[src/rtl/ctrl_seq.sv]
// ctrl_seq: sequenced control unit. It decodes the instruction word into datapath controls
// and runs the program lifecycle (Start/Ack), multi-cycle loads, stalls and instruction
// retirement counting.
// Optional build macro CTRL_SEQ_PERF_CNT_EN adds the active-cycle counter on CycleCount;
// without it CycleCount is tied to zero.
module ctrl_seq #(
  parameter int unsigned IW       = 9,
  parameter int unsigned LOAD_LAT = 1,
  parameter int unsigned CNT_W    = 16
) (
  input  logic             Clk,
  input  logic             Reset,
  input  logic             Start,
  input  logic             Stall,
  input  logic [IW-1:0]    Instruction,
  output logic             PcAdv,
  output logic             Jump,
  output logic             BranchEn,
  output logic             RegWrEn,
  output logic             MemWrEn,
  output logic             LoadInst,
  output logic             RegDst,
  output logic             Ack,
  output logic [1:0]       AInSel,
  output logic [1:0]       BInSel,
  output logic [3:0]       ALUOp,
  output logic [CNT_W-1:0] InstCount,
  output logic [CNT_W-1:0] CycleCount
);

  localparam int unsigned WaitW = 4;
  localparam logic [3:0] OpAdd = 4'b0000;

  typedef enum logic [1:0] {StIdle, StRun, StMemWait, StDone} state_e;

  state_e             r_state;
  logic [WaitW-1:0]   r_wait;
  logic               r_ack;
  logic [CNT_W-1:0]   r_inst_cnt;

  logic [1:0]         w_t;
  logic [3:0]         w_funct;
  logic [IW-7:0]      w_low;
  logic               w_is_ack;
  logic               w_is_load;

  assign w_t       = Instruction[IW-1 -: 2];
  assign w_funct   = Instruction[IW-3 -: 4];
  assign w_low     = Instruction[IW-7:0];
  assign w_is_ack  = (w_t == 2'b10) && (w_funct == 4'b1111) && (&w_low);
  assign w_is_load = (w_t == 2'b10) && (w_funct == 4'b0010);

  // Decode datapath controls from the current state and instruction word.
  always_comb begin
    PcAdv    = 1'b0;
    Jump     = 1'b0;
    BranchEn = 1'b0;
    RegWrEn  = 1'b0;
    MemWrEn  = 1'b0;
    LoadInst = 1'b0;
    RegDst   = 1'b0;
    AInSel   = 2'd0;
    BInSel   = 2'd0;
    ALUOp    = OpAdd;
    unique case (r_state)
      StRun: begin
        if (!Stall && !w_is_ack) begin
          PcAdv = 1'b1;
          if (!w_t[1]) begin
            RegWrEn = 1'b1;
            AInSel  = 2'd2;
          end else if (w_t[0]) begin
            BranchEn = 1'b1;
            Jump     = w_funct[3];
          end else begin
            unique case (w_funct)
              4'b0000, 4'b0001, 4'b0101, 4'b0110, 4'b0111,
              4'b1000, 4'b1001, 4'b1010, 4'b1011, 4'b1100: begin
                RegWrEn = 1'b1;
                AInSel  = 2'd1;
                BInSel  = 2'd1;
                ALUOp   = w_funct;
              end
              4'b0010: begin
                LoadInst = 1'b1;
                // Single-cycle loads write back now; longer ones hold fetch until MEM_WAIT ends.
                if (LOAD_LAT == 1) begin
                  RegWrEn = 1'b1;
                end else begin
                  PcAdv = 1'b0;
                end
              end
              4'b0011: MemWrEn = 1'b1;
              4'b0100: begin
                RegWrEn = 1'b1;
                RegDst  = 1'b1;
                BInSel  = 2'd1;
              end
              default: ;
            endcase
          end
        end
      end
      StMemWait: begin
        LoadInst = 1'b1;
        if (!Stall && (r_wait == WaitW'(1))) begin
          RegWrEn = 1'b1;
          PcAdv   = 1'b1;
        end
      end
      default: ;
    endcase
  end

  // Lifecycle FSM, load wait counter, Ack and retired-instruction counter.
  always_ff @(posedge Clk or posedge Reset) begin
    if (Reset) begin
      r_state    <= StIdle;
      r_wait     <= '0;
      r_ack      <= 1'b0;
      r_inst_cnt <= '0;
    end else begin
      if (PcAdv && (r_inst_cnt != {CNT_W{1'b1}})) begin
        r_inst_cnt <= r_inst_cnt + CNT_W'(1);
      end
      unique case (r_state)
        StIdle, StDone: begin
          if (Start) begin
            r_state    <= StRun;
            r_ack      <= 1'b0;
            r_inst_cnt <= '0;
          end
        end
        StRun: begin
          if (!Stall) begin
            if (w_is_ack) begin
              r_state <= StDone;
              r_ack   <= 1'b1;
            end else if (w_is_load && (LOAD_LAT > 1)) begin
              r_state <= StMemWait;
              r_wait  <= WaitW'(LOAD_LAT - 1);
            end
          end
        end
        StMemWait: begin
          if (!Stall) begin
            if (r_wait > WaitW'(1)) begin
              r_wait <= r_wait - WaitW'(1);
            end else begin
              r_state <= StRun;
            end
          end
        end
        default: r_state <= StIdle;
      endcase
    end
  end

  assign Ack       = r_ack;
  assign InstCount = r_inst_cnt;

`ifdef CTRL_SEQ_PERF_CNT_EN
  logic [CNT_W-1:0] r_cycle_cnt;

  // Active-cycle counter: RUN and MEM_WAIT cycles, stalls included, saturating.
  always_ff @(posedge Clk or posedge Reset) begin
    if (Reset) begin
      r_cycle_cnt <= '0;
    end else if (((r_state == StIdle) || (r_state == StDone)) && Start) begin
      r_cycle_cnt <= '0;
    end else if (((r_state == StRun) || (r_state == StMemWait)) &&
                 (r_cycle_cnt != {CNT_W{1'b1}})) begin
      r_cycle_cnt <= r_cycle_cnt + CNT_W'(1);
    end
  end

  assign CycleCount = r_cycle_cnt;
`else
  assign CycleCount = '0;
`endif

endmodule
[config.mk]
export PLATFORM = sky130hd
export DESIGN_NAME = ctrl_seq
export DESIGN_NICKNAME = d
export VERILOG_FILES = /design/src/rtl/ctrl_seq.sv
export SDC_FILE = /design/constraint.sdc
export NUM_CORES = 1
export LEC_CHECK = 0
export BUFFER_PORTS_ARGS = -buffer_cell sky130_fd_sc_hd__buf_2
export CORE_UTILIZATION = 50
export DETAILED_ROUTE_END_ITERATION = 8
export PLACE_DENSITY_LB_ADDON = 0.08
export SYNTH_ARGS = -nofsm -noshare
export SYNTH_HDL_FRONTEND = slang
export SYNTH_SLANG_ARGS = --single-unit
[constraint.sdc]
create_clock -name Clk -period 4.6 [get_ports Clk]
set_input_delay 0.23 -clock Clk [delete_from_list [all_inputs] [get_ports Clk]]
set_output_delay 0.23 -clock Clk [all_outputs]
set_load 0.01 [all_outputs]
---- Word-level counts from Yosys, hierarchy flattened ----
Index checks and enable logic that the tools add are counted.
cells by class
  add/sub/neg operators ................... 2
  multipliers ............................. 0
  div/mod/pow operators ................... 0
  $lt $le $gt $ge ......................... 1
  equality and inequality tests ........... 24
  shift-type cells ........................ 0
  muxes and demuxes ....................... 59
  bitwise gates (word level) .............. 1
  reductions and logical operators ........ 18
operators by type and width
  operator               count
  $mux 16                3
  $mux 1                 38
  $eq 4x4->1 const B     6
  $mux 4                 5
  $add 16x1->16 const B  1
  $eq 4x3->1 const B     4
  $mux 2                 8
  $ne 16x16->1 const B   1
  $reduce_or 12->1       1
  $reduce_or 11->1       1
  $ne 2x2->1 const B     5
  $reduce_or 10->1       1
  $eq 4x1->1 const B     2
  $eq 4x2->1 const B     2
  $pmux 1 s2             4
  $eq 2x2->1 const B     3
  $pmux 2 s3             1
  $reduce_and 3->1       2
  $logic_and 1x1->1      5
  $reduce_and 5->1       1
  $gt 4x1->1 const B     1
  $logic_not 4->1        1
  $reduce_and 4->1       1
  $sub 4x1->4 const B    1
  6 further kinds        7
storage, ports and cells
  register bits ........................... 23
  bits in latches ......................... 0
  bits in writable memories ............... 0
  ROM bits ................................ 0
  input bits .............................. 13
  memories ................................ 0

---- Longest topological paths before layout ----
  word-level depth ........................ 11
  gate-level depth with buffers ........... 8
  gate-level depth less buffers ........... 7

---- Least setup slack after synthesis ----
Ideal clock, no wire load.
  path kind ............................... reg2reg
  start ................................... reg r_state[0]
  end ..................................... reg r_inst_cnt[13] (netlist: InstCount[13])
  library setup time ...................... 119 ps
  arrival ................................. 1897 ps
  data required time ...................... 4481 ps
  path slack .............................. 2584 ps
  stages on the path, launching flop included .. 9
  path buffers ............................ 1
  clock period less this slack ............ 2016 ps
  cell sequence ........................... dfrtp_1 > inv_1 > ha_1 > nand2_1 > or4_4 > a21o_1 > buf_2 > o31a_1 > o21a_1
on the way
  cells in the longest elaborated chain, start to end .. 6
ends and longest elaborated chain
  what                                             RTL line  text
  start: declaration                               36        state_e r_state;
  start signal: assignment                         118       r_state <= StIdle;
  start signal: assignment                         129       r_state <= StRun;
  start signal: assignment                         137       r_state <= StDone;
  $eq 2x2->1 / $eq 2x1->1 (equally long branches)  65        unique case (r_state)
  $pmux 1 s2                                       65
  $logic_and 1x1->1                                123       if (PcAdv && (r_inst_cnt != {CNT_W{1'b1}})) begin
  $mux 16                                          123
  $mux 16                                          128       if (Start) begin
  $mux 16 (*)                                      126       unique case (r_state)
  end signal: assignment                           124       r_inst_cnt <= r_inst_cnt + CNT_W'(1);
  end: declaration                                 39        logic [CNT_W-1:0] r_inst_cnt;
Mark *: on every way between the ends. The rest lies on a longest branch, timed or not.
A chain may end at the register's enable or synchronous reset.

---- Final worst setup path ----
  start ................................... reg r_state[1]
  end ..................................... out ALUOp[2]
on the way
  cells in the longest elaborated chain, start to end .. 2
ends and longest elaborated chain
  what              RTL line  text
  $eq 2x1->1        65
  $mux 4            65
  end: declaration  26        output logic [3:0] ALUOp,
No other way between the ends.

==> flow_summary_export.csv <==
group,metric,value,unit
finish,syn_to_final_growth,13.1,%
clock_tree,insertion_delay,320,ps
placement,place_area,1780,um^2
sta,worst_pin_slew,881,ps
logic_synthesis,synth_top_family_by_area,"simple AND/OR/NAND/NOR gates",
pwr,p_per_area,292,nW/um^2
critical_path,required,4370,ps
pwr,pwr-share-clk,18.5,%
floorplan,fp.dieH,58.6,um
clock_tree,cts_tree,"yes",
critical_path,worst_setup_path_start_kind,"flip-flop",
grt,antenna_found_initial,0,
route,first_pass_iters,4,
route,wl_per_cell,13.0,um
critical_path,timing.rr.end,"InstCount[7]$_DFF_PP0_",
finish,final_area,1810,um^2
placement,dp.final_hpwl,2.73,mm
critical_path,r2r-start,"r_state[0]$_DFFE_PP0P_",
grt,overflow,0,
logic_synthesis,syn-cell-area,1600,um^2
logic_synthesis,muxShareOfSynthArea,1.33,%
clock_tree,clockBufferDepth,2,
grt,grt_usage,22.1,%
clock_tree,h-tree-depth,1,
grt,grt_max_degree,24,
clock_tree,cts.sink_count,23,
logic_synthesis,synth_fa_ha_area_share,3.91,%
placement,gp_congestion,0.882,
route,drc,0,
critical_path,cp-end-kind,"output port",
pwr,combPwrFrac,36.2,%
logic_synthesis,synth_simple_gate_area_share,25.7,%
floorplan,start_util,52.4,%
finish,final_cell_count_no_fill,276,
logic_synthesis,synth_xor_area_share,2.74,%
logic_synthesis,ys_warn_count,0,
logic_synthesis,synth-compound-area-share,17.7,%
logic_synthesis,synthCells,191,
logic_synthesis,synth_seq_cells,23,
critical_path,path_max_fanout,6,
critical_path,r2r_setup_slack,2270,ps
min_path,hold_class,"in -> async",
grt,grt_pass1_wl,5.80,mm
floorplan,ioPinCount,61,
finish,fin_util,59.2,%
sta,finalClockSkew,4.48,ps
critical_path,endpoint,"ALUOp[2]",
clock_tree,clockRootBuffer,"clkbuf_4",
clock_tree,clk_pin_slew_worst_paths,130,ps
flow_run,drv_cap,0,
placement,io_buffers,43,
sta,finalHoldViolations,0,
sta,holdWs,69.5,ps
critical_path,worstSetupPathType,"reg -> out",
route,vias,1533,
run_status,run_status,"finished clean",
pwr,p_switching,0.206,mW
critical_path,cp.arrival,2220,ps
clock_tree,cts-resized-gates,0,
logic_synthesis,yosys.cell_types.count,42,
route,routed_wl,3.58,mm
logic_synthesis,postSynth.asyncResetShare,100,%
pwr,leakage,0.915,nW
route,via_per_inst,5.55,
placement,dp_cells,272,
pwr,irDropWorstVdd,246,uV
finish,antennaDiodeCount,0,
finish,finish.net_count,251,
sta,rsz0062_at_grt,"false",
floorplan,die_area,3430,um^2
sta,drv_slew,0,
grt,grt_pass1_vias,1286,
clock_tree,cts_buffers,3,
logic_synthesis,ys.flop_type,"dfrtp_1",
critical_path,rr_worst_depth,7,
logic_synthesis,ys_seq_area_share,36.0,%
placement,post-place-ws,2270,ps
floorplan,die_w,58.6,um
sta,layout_worst_path_cycle_share,53.2,%
pwr,switching_share,39.0,%
finish,drive_above_1_share,21.6,%
sta,setup_ws,2150,ps
sta,setup_tns,0,ps
sta,setup_violations,0,
logic_synthesis,synth_edf_count,0,
sta,timing.fmax,409,MHz
logic_synthesis,synth.avg_cell_area,8.37,um^2
floorplan,rows,20,
sta,max_slew_margin,41.2,%
floorplan,fp.coreArea,3050,um^2
route,ant_nets,0,
critical_path,cp-startpoint,"r_state[1]$_DFFE_PP0P_",
route,drtIter0Drc,115,
clock_tree,postCtsHoldBufs,0,
pwr,p_seq_share,45.3,%
pwr,p_int,0.322,mW
sta,post-route-min-period,2450,ps
clock_tree,cts_setup_buffers,0,
pwr,design_power_total,0.528,mW
## layer usage
layer  up-vias  track usage (%)  part of all wire, %
li1        741                -                    -
met1       710             30.7                   45
met2        77             35.3                   46
met3         5             2.42                  6.8
met4         0             9.18                  1.5
met5         -                0                    0
## sequential cells by signal (all words and copies together) (netlist names)
signal     cells
Ack            1
r_state        2
r_wait         4
InstCount     16
## cells in the final DEF, fill, tap and decap left out, types with 7 or more instances in the layout
| cell | n |
|---|---|
| buf_2 | 43 |
| dfrtp_1 | 23 |
| conb_1 | 17 |
| nand2_1 | 16 |
| a21oi_1 | 14 |
| inv_1 | 13 |
| nor2_1 | 12 |
| nand3_1 | 10 |
| o21ai_0 | 9 |
| or3_1 | 7 |
## critical path: stages, from the launching register on
cell and delay [ps]:
dfrtp_1 410, inv_1 70, ha_1 250, nand2b_1 120
nor3b_1 390, nand3_1 150, o21bai_1 250, nor2_1 120
buf_2 130
## Yosys cell counts, types with 3 or more instances
master,n,area share [%]
inv_1,13,3.1
or4_1,4,1.9
nor4_1,5,2.0
dfrtp_1,23,36
a21oi_1,14,4.4
and4_1,3,1.6
nand2_1,16,3.8
nand4_1,4,1.6
and3_1,3,1.2
buf_4,17,8.0
o21ai_0,9,2.8
nand3_1,10,3.1
and2_1,4,1.6
clkbuf_1,3,0.70
xnor2_1,3,1.6
ha_1,5,3.9
or3_1,7,2.7
o31ai_1,6,2.8
nor2_1,12,2.8
## cell families after synthesis
kind of cell | after synthesis
buffers and inverters | 35
muxes | 2
other | 1
and+or+nand+nor | 76
xor gates and xnor gates | 5
DFF | 23
AOI/OAI and AO/OA | 44
adders and majority gates | 5
## worst min-delay path by stage
stage	end	from	depth (start not counted)
final	InstCount[4]$_DFF_PP0_	Reset	2
after global placement	r_wait[2]$_DFFE_PP0P_	Reset	2
after floorplan	Ack$_DFFE_PP0P_	Reset	1
after global routing	InstCount[4]$_DFF_PP0_	Reset	2
after detailed placement	InstCount[0]$_DFF_PP0_	Reset	2
after CTS	InstCount[3]$_DFF_PP0_	Reset	2
## area by class of cell
| type | count | area (um^2) |
|---|---|---|
| tap | 44 | 55.1 |
| clock buffer | 3 | 22.5 |
| sequential | 23 | 576 |
| clock inverter | 1 | 5.00 |
| inverter | 13 | 48.8 |
| timing repair buffer | 43 | 215 |
| fill | 297 | 1240 |
| multi-input combinational | 149 | 886 |
## power groups by stage
stage	Clock, mW	Sequential [mW]	Combinational, mW
floorplan	0	0.248	0.139
global placement	0	0.243	0.184
detailed placement	0	0.244	0.191
CTS	0.102	0.240	0.192
global route	0.109	0.243	0.212
finish	0.0978	0.240	0.191
Power figures use the tool's default switching activity.
